===== config.mk =====
export PLATFORM = sky130hd
export DESIGN_NAME = f1_sweep_ctrl
export DESIGN_NICKNAME = d
export VERILOG_FILES = /design/src/rtl/f1_sweep_ctrl.sv
export SDC_FILE = /design/constraint.sdc
export NUM_CORES = 1
export LEC_CHECK = 0
export CAP_MARGIN = 0
export CORE_MARGIN = 2
export CORE_UTILIZATION = 45
export CTS_BUF_LIST = sky130_fd_sc_hd__clkbuf_16
export DETAILED_ROUTE_END_ITERATION = 7
export PLACE_DENSITY = 0.85
export SETUP_SLACK_MARGIN = 0.4
export SKIP_LAST_GASP = 1
export SLEW_MARGIN = 10
export SYNTH_ARGS = -nofsm -noshare
export SYNTH_HDL_FRONTEND = slang
export SYNTH_SLANG_ARGS = --single-unit
export TNS_END_PERCENT = 5

===== constraint.sdc =====
create_clock -name clk -period 2.99 [get_ports clk]
set_clock_uncertainty 0.15 [all_clocks]
set_input_delay 0.598 -clock clk [delete_from_list [all_inputs] [get_ports clk]]
set_output_delay 0.598 -clock clk [all_outputs]
set_load 0.005 [all_outputs]

===== src/rtl/f1_sweep_ctrl.sv =====
// rtl/f1_sweep_ctrl.sv - exhaustive input sweep of f1 with settle wait, truth-table capture and compare
module f1_sweep_ctrl #(
  parameter int N_IN   = 4,
  parameter int SETTLE = 2
) (
  input  logic                 clk,
  input  logic                 rst_n,
  input  logic                 start,
  input  logic                 abort,
  input  logic [2**N_IN-1:0]   expected,
  input  logic                 op,
  output logic [N_IN-1:0]      vec,
  output logic                 busy,
  output logic                 done,
  output logic                 pass,
  output logic [2**N_IN-1:0]   tt,
  output logic [N_IN:0]        mismatch_cnt,
  output logic [N_IN-1:0]      first_fail
);

  localparam int          W        = 2**N_IN;
  localparam logic [3:0]  SETTLE_L = 4'(SETTLE);

  typedef enum logic [1:0] {IDLE, WAIT, SAMPLE} state_t;

  state_t          state_q, state_d;
  logic [N_IN-1:0] idx_q, idx_d;
  logic [3:0]      scnt_q, scnt_d;
  logic [N_IN-1:0] vec_q, vec_d;
  logic            busy_q, busy_d;
  logic            done_q, done_d;
  logic            pass_q, pass_d;
  logic [W-1:0]    tt_q, tt_d;
  logic [N_IN:0]   cnt_q, cnt_d;
  logic [N_IN-1:0] ff_q, ff_d;

  always_comb begin
    state_d = state_q;
    idx_d   = idx_q;
    scnt_d  = scnt_q;
    vec_d   = vec_q;
    busy_d  = busy_q;
    done_d  = 1'b0;
    pass_d  = pass_q;
    tt_d    = tt_q;
    cnt_d   = cnt_q;
    ff_d    = ff_q;
    case (state_q)
      IDLE: begin
        if (start) begin
          idx_d   = '0;
          vec_d   = '0;
          scnt_d  = SETTLE_L;
          busy_d  = 1'b1;
          tt_d    = '0;
          cnt_d   = '0;
          ff_d    = '0;
          pass_d  = 1'b0;
          state_d = (SETTLE == 0) ? SAMPLE : WAIT;
        end
      end
      WAIT: begin
        scnt_d = scnt_q - 4'd1;
        if (scnt_q <= 4'd1) state_d = SAMPLE;
      end
      SAMPLE: begin
        tt_d[idx_q] = op;
        if (op != expected[idx_q]) begin
          cnt_d = cnt_q + (N_IN+1)'(1);
          if (cnt_q == '0) ff_d = idx_q;
        end
        if (idx_q == {N_IN{1'b1}}) begin
          state_d = IDLE;
          busy_d  = 1'b0;
          done_d  = 1'b1;
          pass_d  = (cnt_d == '0);
          vec_d   = '0;
        end else begin
          idx_d   = idx_q + N_IN'(1);
          vec_d   = idx_q + N_IN'(1);
          scnt_d  = SETTLE_L;
          state_d = (SETTLE == 0) ? SAMPLE : WAIT;
        end
      end
      default: state_d = IDLE;
    endcase
    // abort beats a coinciding final sample: partial results are frozen as they were
    if (abort && state_q != IDLE) begin
      state_d = IDLE;
      busy_d  = 1'b0;
      vec_d   = '0;
      pass_d  = 1'b0;
      done_d  = 1'b0;
      idx_d   = idx_q;
      tt_d    = tt_q;
      cnt_d   = cnt_q;
      ff_d    = ff_q;
    end
  end

  always_ff @(posedge clk or negedge rst_n) begin
    if (!rst_n) begin
      state_q <= IDLE;
      idx_q   <= '0;
      scnt_q  <= '0;
      vec_q   <= '0;
      busy_q  <= 1'b0;
      done_q  <= 1'b0;
      pass_q  <= 1'b0;
      tt_q    <= '0;
      cnt_q   <= '0;
      ff_q    <= '0;
    end else begin
      state_q <= state_d;
      idx_q   <= idx_d;
      scnt_q  <= scnt_d;
      vec_q   <= vec_d;
      busy_q  <= busy_d;
      done_q  <= done_d;
      pass_q  <= pass_d;
      tt_q    <= tt_d;
      cnt_q   <= cnt_d;
      ff_q    <= ff_d;
    end
  end

  assign vec          = vec_q;
  assign busy         = busy_q;
  assign done         = done_q;
  assign pass         = pass_q;
  assign tt           = tt_q;
  assign mismatch_cnt = cnt_q;
  assign first_fail   = ff_q;

endmodule


==> impl_metrics.py, run 1 <==
metrics = {
    "cells_and_area": {
        "insertedDiodeCount": 0,
        "final_layout_size_suffix_gt1_frac": 0.1211,
        "layoutNonFillerInstCount": 356,
        "finalCoreUtilization": 0.6509,
        "syn_to_final_growth_pct": 38.97,
        "finalNetCount": 317,
    },
    "synth": {
        "synth_top_area_frac": 0.4751,
        "yosysUniqueCellTypes": 36,
        "post_synth_edffs": 0,
        "ys_dominant_reg_cell": "dfrtp_1",
        "synth.cell_area_mm2": 0.002212,
        "yosys.area.top_type": "dfrtp_1",
        "synthTopCellsByCount": "o21ai_0 (50), dfrtp_1 (42), a21oi_1 (18)",
        "post_synth_main_area_contributors": "dfrtp_1 (48%), o21ai_0 (11%), mux4_2 (5.1%)",
        "syn_avg_cell_area_um2": 9.702,
        "yosys.cell_count.top_type": "o21ai_0",
        "yosys_register_bits": 42,
        "synthCells": 228,
        "syn_nets": 257,
        "synth_warnings": 0,
        "async_reset_ff_frac": 1.000,
        "synth.yosys.seq_area_share": 0.4751,
    },
    "floorplan": {
        "ioPinCount": 53,
        "die_height_um": 74.11,
        "start_util": 0.4683,
        "coreArea_mm2": 0.004723,
        "die_x_um": 74.11,
        "dieArea_mm2": 0.005492,
        "placementRows": 25,
    },
    "global_route": {
        "antenna_violations_before_repair": 0,
        "number_of_global_route_vias_before_repair": 1972,
        "maximum_number_of_pins_on_one_net_before_global_route_repair": 43,
        "grtUsageTotal": 0.2367,
        "grt_pass1_wl_mm": 9.722,
        "global_route.overflow_total": 0,
    },
    "critical_path": {
        "path_cells": "dlygate4sd2_1 > mux4_2 > mux4_2 > xor2_4 > buf_6 > nor4b_4 > a21oi_2 > o31ai_2",
        "crit_path_start_kind": "input pin",
        "worstSetupPathType": "in -> reg",
        "crit_fanout": 5,
        "timing.critical_path.arrival_ns": 2.73,
        "cp-end-kind": "flop",
        "critical_path.max_stage_delay_ns": 0.55,
        "timing.critical_path.mode_cell": "mux4_2",
        "required_ns": 3.03,
        "crit_path_top_delay_cell": "mux4_2",
    },
    "timing": {
        "final-max-slew-violation-count": 0,
        "finalCritPeriodShare": 0.8981,
        "finalSetupViolations": 0,
        "grt_setup_unrepaired": "yes",
        "maxSlewHeadroom": 0.3923,
        "timing_hold_violations_final": 0,
        "fmax_mhz": 372.4,
        "worst_hold_slack_ns": 0.2912,
        "tightestPinTransition_ns": 0.9115,
        "timing.final.crit_period_ns": 2.685,
        "worst_slack_ns": 0.3047,
    },
    "clocking": {
        "numCtsBuffers": 5,
        "worstSkewPairLatency_ns": 0.28,
        "cts_hold_buffers": 0,
        "cts.reportedPaths.clkPinSlew_ns": 0.06,
        "clock_tree_from_tritoncts": "yes",
        "cts_num_sinks": 42,
        "cts.htree.levels": 2,
        "clock_tree.root_cell": "clkbuf_16",
        "cts_buffer_depth": 2,
    },
    "detailed_routing": {
        "via_per_inst": 5.781,
        "firstDrtPassIters": 4,
        "dr.first_iter.drc_count": 254,
        "post-route-drc-count": 0,
        "route.detailed.wl_per_inst_um": 16.57,
        "vias_after_detailed_routing": 2058,
        "detail-route-antenna-nets": 0,
        "drt-total-wl_mm": 5.900,
    },
    "pwr": {
        "worst_ir_drop_vdd_mv": 0.2872,
        "power_frac_seq": 0.401,
        "pwr_density_cell_mw_per_mm2": 559.2,
        "internal-power_uw": 1191,
        "combinationalPowerShare": 0.249,
        "total_switching_power_uw": 528.3,
        "leakagePower_uw": 0.001342,
        "power.clock.fraction": 0.350,
        "switching_share": 0.3073,
    },
    "placement": {
        "detailedPlace.worstSlack_ns": -0.2894,
        "dp_hpwl_mm": 3.983,
        "placed_cells": 345,
        "globalplace.congestion": 0.8243,
        "numPortBuffers": 52,
    },
    "outcome": {
        "outcome": "complete, no violations",
    },
    "run": {
        "max-cap-violations": 0,
    },
    "min_path": {
        "hold_path.class": "in -> async",
    },
}
layout make-up:
cell class | count | area [µm²]
Multi-Input combinational cell | 168 | 1152
Inverter | 6 | 22.52
Clock inverter | 3 | 37.54
Clock buffer | 5 | 125.1
Timing Repair Buffer | 65 | 600.6
Tap cell | 67 | 83.83
Sequential cell | 42 | 1052
Fill cell | 373 | 1649
cells by family after synthesis:
kind of cell / share of synthesized area
mux: 0.05091
xor+xnor: 0.01980
flops: 0.4751
compound gates: 0.2460
fa+ha+maj: 0.04525
buf+inv: 0.03393
simple gates: 0.1290
power groups by stage:
stage          clock network [µW]  registers (µW)  logic [µW]
2_1_floorplan                   0             665         266
3_3_place_gp                    0             692         388
3_5_place_dp                    0             697         402
4_1_cts                       602             688         422
5_1_grt                       625             699         476
6_report                      602             689         428
routing by layer:
metal / up-vias / part of all wire / GRT usage
met5: - / 0 / 0
met4: 0 / 0.022 / 0.09293
met3: 10 / 0.060 / 0.05149
met2: 84 / 0.48 / 0.3681
met1: 1004 / 0.44 / 0.3257
li1: 960 / - / -
critical path: cells and delay by family:
| kind | cells | cell delay (ns) |
|---|---|---|
| mux | 2 | 1.04 |
| simple gates | 1 | 0.22 |
| buf+inv | 2 | 0.39 |
| xor+xnor | 1 | 0.21 |
| compound gates | 2 | 0.28 |
registers in the layout, summed over array words and instances (netlist names):
signal / count
busy: 1
done: 1
first_fail: 4
idx_q: 4
mismatch_cnt: 5
pass: 1
scnt_q: 4
state_q: 2
tt: 16
vec: 4
path summary, 6_finish.rpt:
kind                             start    endpoint  slack [ns]  cells after the start
max                        expected[6]        pass        0.30                      8
min                              rst_n  state_q[1]        0.29                      1
max reg2reg                   idx_q[1]        pass        0.32                      7
min reg2reg                       busy        busy        0.34                      1
max in group asynchronous        rst_n    idx_q[1]        1.77                      1
min in group clk                  busy        busy        0.34                      1
cell usage in the layout (no fill, tap or decap), types with 3 or more instances in the layout:
cell,n
a21o_1,4
dfrtp_1,41
o21ai_0,50
nor2b_1,5
a22o_1,7
dlygate4sd2_1,16
clkbuf_16,5
o31ai_1,3
ha_1,8
nand3_1,8
clkdlybuf4s50_1,35
inv_1,8
mux4_2,5
nand2b_1,6
a21oi_1,17
buf_4,11
nor2_1,12
xnor2_1,3
nand2_1,10
a31oi_1,3
per-stage QoR:
step	TNS, ns	total power [µW]	cell area [µm²]
after floorplan	0	931.0	2222
after global placement	-1.449	1080	2851
after detailed placement	-2.131	1099	2851
after CTS	0	1712	3058
after global routing	0	1801	3074
final	0	1719	3074
what timing repair did:
action,in CTS,in global routing
gates resized for setup,22,2
pin swaps,2,1
buffers inserted,1,1
endpoints found under the setup margin,10,10
gates cloned,1,0
No activity file was read; power rests on OpenSTA's default activity.
==> run 2: changes to the inputs <==
--- a/config.mk
+++ b/config.mk
@@ -12,6 +12,7 @@
 export DETAILED_ROUTE_END_ITERATION = 7
 export PLACE_DENSITY = 0.85
 export SETUP_SLACK_MARGIN = 0.4
+export SKIP_CTS_REPAIR_TIMING = 1
 export SKIP_LAST_GASP = 1
 export SLEW_MARGIN = 10
 export SYNTH_ARGS = -nofsm -noshare
==> run 2 against run 1 <==
  * Maximum frequency fell by 0.49%
  * Via count barely moved
  * Clock power fell by 1%
  * Hold slack improved by 0.0023 ns
  * Worst setup slack got worse by 0.013 ns
  * Sequential power barely moved
  * Combinational power barely moved
  * Global-route usage fell by 0.78 points
  * Register-to-register slack got worse by 0.03 ns
  * First-iteration DRC count fell by 33%
  * Clock-buffer cell count did not move
  * Critical endpoint is now first_fail[2]
  * Largest cell class unchanged
  * Critical path depth did not move
==> impl_metrics.py, run 2 (same netlist as run 1, synthesis figures left out) <==
metrics = {
    "timing": {
        "finalSetupViolations": 0,
        "fmax_mhz": 370.6,
        "tightestPinTransition_ns": 0.9099,
        "finalCritPeriodShare": 0.9026,
        "maxSlewHeadroom": 0.3934,
        "timing.final.crit_period_ns": 2.699,
        "timing_hold_violations_final": 0,
        "final-max-slew-violation-count": 0,
        "grt_setup_unrepaired": "yes",
    },
    "cells_and_area": {
        "insertedDiodeCount": 0,
        "syn_to_final_growth_pct": 41.01,
        "largest_register_ffs": 16,
        "final_layout_size_suffix_gt1_frac": 0.1211,
        "final_cell_mix": "o21ai_0 (48), dfrtp_1 (41), clkdlybuf4s50_1 (35)",
        "nFillCells": 371,
        "finalCoreUtilization": 0.6604,
        "layout.cells.most_common": "o21ai_0",
        "finalNetCount": 317,
    },
    "pwr": {
        "combinationalPowerShare": 0.251,
        "power.clock.fraction": 0.348,
        "switching_share": 0.3032,
        "leakagePower_uw": 0.001467,
        "pwr_density_cell_mw_per_mm2": 550.1,
        "worst_ir_drop_vdd_mv": 0.2773,
        "internal-power_uw": 1196,
        "total_switching_power_uw": 520.2,
        "power_frac_seq": 0.402,
        "design_power_total_uw": 1716,
    },
    "clocking": {
        "cts.reportedPaths.clkPinSlew_ns": 0.06,
        "cts_buffer_depth": 2,
        "worstSkewPairLatency_ns": 0.28,
        "cts.htree.levels": 2,
        "cts_num_sinks": 42,
        "clock_tree.root_cell": "clkbuf_16",
        "clock_tree_from_tritoncts": "yes",
        "numCtsBuffers": 5,
    },
    "detailed_routing": {
        "detail-route-antenna-nets": 0,
        "dr.first_iter.drc_count": 171,
        "via_per_inst": 5.778,
        "drt-total-wl_mm": 5.858,
        "vias_after_detailed_routing": 2057,
        "post-route-drc-count": 0,
        "route.detailed.wl_per_inst_um": 16.46,
        "firstDrtPassIters": 4,
    },
    "run": {
        "max-cap-violations": 0,
    },
    "global_route": {
        "grtUsageTotal": 0.2289,
        "antenna_violations_before_repair": 0,
        "global_route.overflow_total": 0,
        "number_of_global_route_vias_before_repair": 1941,
        "grt_pass1_wl_mm": 9.418,
        "maximum_number_of_pins_on_one_net_before_global_route_repair": 43,
    },
    "critical_path": {
        "worst_path_dominant_cell_family": "multiplexers",
        "required_ns": 3.06,
        "cp-end-kind": "flop",
        "critical_path.max_stage_delay_ns": 0.56,
        "crit_path_top_delay_cell": "mux4_2",
        "path_cells": "mux4_2 > mux4_2 > xor2_4 > buf_4 > buf_4 > nand2_1 > nor2_4 > a22o_1",
        "worstSetupPathType": "reg -> reg",
        "cp_num_buf_inv": 2,
        "crit_path_start_kind": "flop",
        "crit_fanout": 7,
        "timing.critical_path.arrival_ns": 2.77,
    },
    "floorplan": {
        "placementRows": 25,
        "dieArea_mm2": 0.005492,
        "die_x_um": 74.11,
        "die_height_um": 74.11,
        "coreArea_mm2": 0.004723,
        "start_util": 0.4683,
        "ioPinCount": 53,
    },
    "outcome": {
        "outcome": "complete, no violations",
    },
    "placement": {
        "globalplace.congestion": 0.8243,
        "numPortBuffers": 52,
        "dp_hpwl_mm": 3.983,
    },
    "min_path": {
        "hold_path.class": "in -> async",
    },
}
[run 2: cell count changes in the layout (fill, tap and decap cells not counted), moves of 2 or more]
cell	delta
dlygate4sd2_1	-16
dlymetal6s2s_1	+16
o21ai_0	-2
o21ai_1	+2
[run 2: path summary, 6_finish.rpt]
check | startpoint | endpoint | slack, ns | cells past startpoint
worst min register to register | busy | busy | 0.33 | 1
worst max register to register | idx_q[1] | first_fail[2] | 0.29 | 8
worst max-delay path | idx_q[1] | first_fail[2] | 0.29 | 8
max in group asynchronous | rst_n | idx_q[1] | 1.76 | 1
min in group clk | busy | busy | 0.33 | 1
worst min-delay path | rst_n | state_q[1] | 0.29 | 1
[run 2: area by class of cell]
class                           instances  area (µm²)  area share
Multi-Input combinational cell        167        1130      0.3622
Sequential cell                        42        1052      0.3373
Timing Repair Buffer                   66       668.1      0.2142
Clock inverter                          3       37.54     0.01203
Tap cell                               67       83.83     0.02688
Clock buffer                            5       125.1     0.04011
Inverter                                6       22.52    0.007220
[run 2: stage by stage]
step | cell area (µm²) | hold slack, ns | setup slack [ns] | TNS (ns) | cells
2_1_floorplan | 2222 | 0.1524 | 0.4108 | 0 | 228
3_3_place_gp | 2851 | 0.3141 | -0.1868 | -1.449 | 345
3_5_place_dp | 2851 | 0.3223 | -0.2894 | -2.131 | 345
4_1_cts | 3014 | 0.3361 | -0.02853 | -0.02853 | 353
5_1_grt | 3119 | 0.3411 | 0.1864 | 0 | 356
6_report | 3119 | 0.2935 | 0.2914 | 0 | 356
[run 2: power groups by stage]
stage	registers, µW	clock network [µW]	logic (µW)
after floorplan	665	0	266
after detailed placement	697	0	402
final	689	596	430
after CTS	687	602	406
after global routing	699	624	480
after global placement	692	0	388
[run 2: worst reg2reg max path, stage by stage, from the launching register on]
cell and delay (ns):
dfrtp_2 0.46, mux4_2 0.56, mux4_2 0.53, xor2_4 0.28
buf_4 0.17, buf_4 0.11, nand2_1 0.10, nor2_4 0.13
a22o_1 0.14
[run 2: routing by layer]
metal,track usage,vias to the layer above,wire length (µm),share of wire
li1,-,955,-,-
met1,0.3140,1008,2515,0.43
met2,0.3601,89,2898,0.49
met3,0.05014,5,388,0.066
met4,0.08283,0,55,0.0094
met5,0,-,0,0
==> RTL change (settings of run 1) <==
Set the parameter `N_IN` to 3 (it was 4).
--- a/src/rtl/f1_sweep_ctrl.sv
+++ b/src/rtl/f1_sweep_ctrl.sv
@@ -2,3 +2,3 @@
 module f1_sweep_ctrl #(
-  parameter int N_IN   = 4,
+  parameter int N_IN   = 3,
   parameter int SETTLE = 2
Ports: changed (5 resized); port bits go from 53 to 34. The function was not compared with the original's and may differ.
==> RTL change against run 1 <==
Sequential share of layout area grew 0.63 points. Wire length fell by 34%. Total power down 17%. Global-route usage is 2.3 points lower. Synthesized area down 26%. Utilization is 2.0 points lower. Critical path depth decreased by 2. Sequential cell count down 12. Maximum frequency grew 9.4%. Worst setup slack better by 0.23 ns. Design area is 30% lower. Highest routed layer unchanged.
==> RTL change: results (changes against run 1) <==
Run status:
- The run finished with clean final reports.

Synth:
- The synthesized net count is 195 (-24%).
- Sorting the synthesized cells by how often they occur yields 30 x sky130_fd_sc_hd__dfrtp_1, 21 x sky130_fd_sc_hd__nand2_1, 20 x sky130_fd_sc_hd__o21ai_0.
- Ranked by total cell area, the synthesized netlist is headed by sky130_fd_sc_hd__dfrtp_1 46%, sky130_fd_sc_hd__o21ai_0 6.1%, sky130_fd_sc_hd__nand2_1 4.8%.
- The unique cell type count in the Yosys netlist is 31 (-14%).
- The average size of a mapped cell was 9.27 sq um (-4.5%).
- The share of the yosys chip area belonging to registers is 0.460 (-0.0150).
- Summed over all instances, the cell type with the most area after synthesis is sky130_fd_sc_hd__dfrtp_1.

Worst setup path:
- In this run the critical register-to-register path is captured at first_fail[1]$_DFFE_PN0P_.
- The worst setup slack for register-to-register paths is 0.73 ns (+0.41 ns).
- The critical path data arrival time is 2.46 ns (-0.27 ns).
- The number of cells on the worst reg-to-reg path is 5 (-2).
- The worst-path maximum fanout is 8 (+3).
- The worst stage delay on the critical path was 0.49 ns (-0.06 ns).

Clocking:
- The number of resized instances in the post-cts repair step is 0 (-100%).
- At the later pin of the worst-skew pair, clock insertion delay measures about 0.27 ns.
- The post-CTS setup repair buffer count is 0 (-1).

Cells and area:
- The fraction of layout cells with a size suffix above 1 came to 0.0701 (-0.0510).
- The number of nets in the final layout is 232 (-27%).
- The flip-flop count of the largest register, all copies and words added is 8 (-8).

Worst hold path:
- In this run the worst hold path is classified as reg -> reg.

Place:
- The final estimated routing congestion in global placement is 0.798 (-3.2%).
- The count of input and output buffers is 33 (-37%).
- The worst-case setup slack after placement is 0.275 ns (+0.565 ns).
- The placed instance area was 0.00202 sq mm (-29%).
- The half-perimeter wire length after detailed placement is 2.73 mm (-31%).
- The count of placed standard cells including taps is 252 (-27%).

Pwr:
- The power in combinational cells came to 0.444 mW (+4%).
- The leakage dissipation is 0.956 nW (-29%).
- The sequential logic power was 0.518 mW (-25%).
- The highest ir drop seen on vdd is 526 uV (+83%).
- The total power is 1.43 mW (-17%).
- The internal power is 0.949 mW (-20%).

Route:
- The DRC marker count from the first detailed-route iteration is 81 (-68%).
- The post-detailed-routing wire length is 3.91 mm (-34%).
- The number of vias in the routed layout was 1,470 (-29%).
- The number of search-and-repair iterations in the first detailed-routing pass came to 4 (unchanged).
- The post-detailed-route wirelength per cell came to 15.0 microns (-9.4%).

Global route:
- The first-pass GRT wire length was 6.79 mm (-30%).
- The overall global routing resource usage is 0.214 (-0.0229).
- The number of global-route vias before repair is 1,443 (-27%).
- The maximum number of pins on one net before global-route repair is 31 (-28%).

Timing:
- The slew at the pin closest to its max-slew limit is 0.511 ns (-0.400 ns).
- The worst hold slack after final layout is 0.341 ns (+0.0496 ns).
RTL change: cell count changes after synthesis, sizes merged, moves of 6 or more:
cell / delta
a21oi: -15
nand2: +11
o21ai: -21
a22o: -6
dfrtp: -12
RTL change: worst max-delay path by stage:
stage	startpoint	to	slack, ns	cells past startpoint
5_1_grt	expected[7]	first_fail[1]$_DFFE_PN0P_	0.45	6
4_1_cts	expected[1]	first_fail[1]$_DFFE_PN0P_	0.53	6
3_3_place_gp	expected[3]	first_fail[2]$_DFFE_PN0P_	0.33	6
2_1_floorplan	expected[7]	first_fail[1]$_DFFE_PN0P_	0.83	5
6_report	expected[1]	first_fail[1]$_DFFE_PN0P_	0.54	6
3_5_place_dp	expected[1]	first_fail[0]$_DFFE_PN0P_	0.28	6
RTL change: layout make-up:
cell class                      instances  area, sq um
Timing Repair Buffer                   37          360
Sequential cell                        30          751
Fill cell                             290         1260
Clock buffer                            5          125
Tap cell                               46         57.6
Multi-Input combinational cell        129          810
Inverter                               10         37.5
Clock inverter                          3         12.5
RTL change: worst min-delay path, cell delays in order (launching register included):
cell,delay [ns]
sky130_fd_sc_hd__dfrtp_1,0.34
sky130_fd_sc_hd__nand2_1,0.05
sky130_fd_sc_hd__o21ai_1,0.06
RTL change: logic make-up (layout without fill, tap and decap cells):
kind of cell	Yosys count	count (layout)	share of synthesized area
xor+xnor	2	2	0.0153
simple gates	60	60	0.169
compound gates	54	54	0.200
fa+ha+maj	6	6	0.0460
buf+inv	17	55	0.0437
flops	30	30	0.460
mux	7	7	0.0659
RTL change: layer usage:
metal / GRT usage / wire length, microns / up-vias
li1: - / - / 702
met1: 0.269 / 1720 / 716
met2: 0.349 / 1890 / 48
met3: 0.0616 / 234 / 4
met4: 0.0798 / 61 / 0
met5: 0 / 0 / -
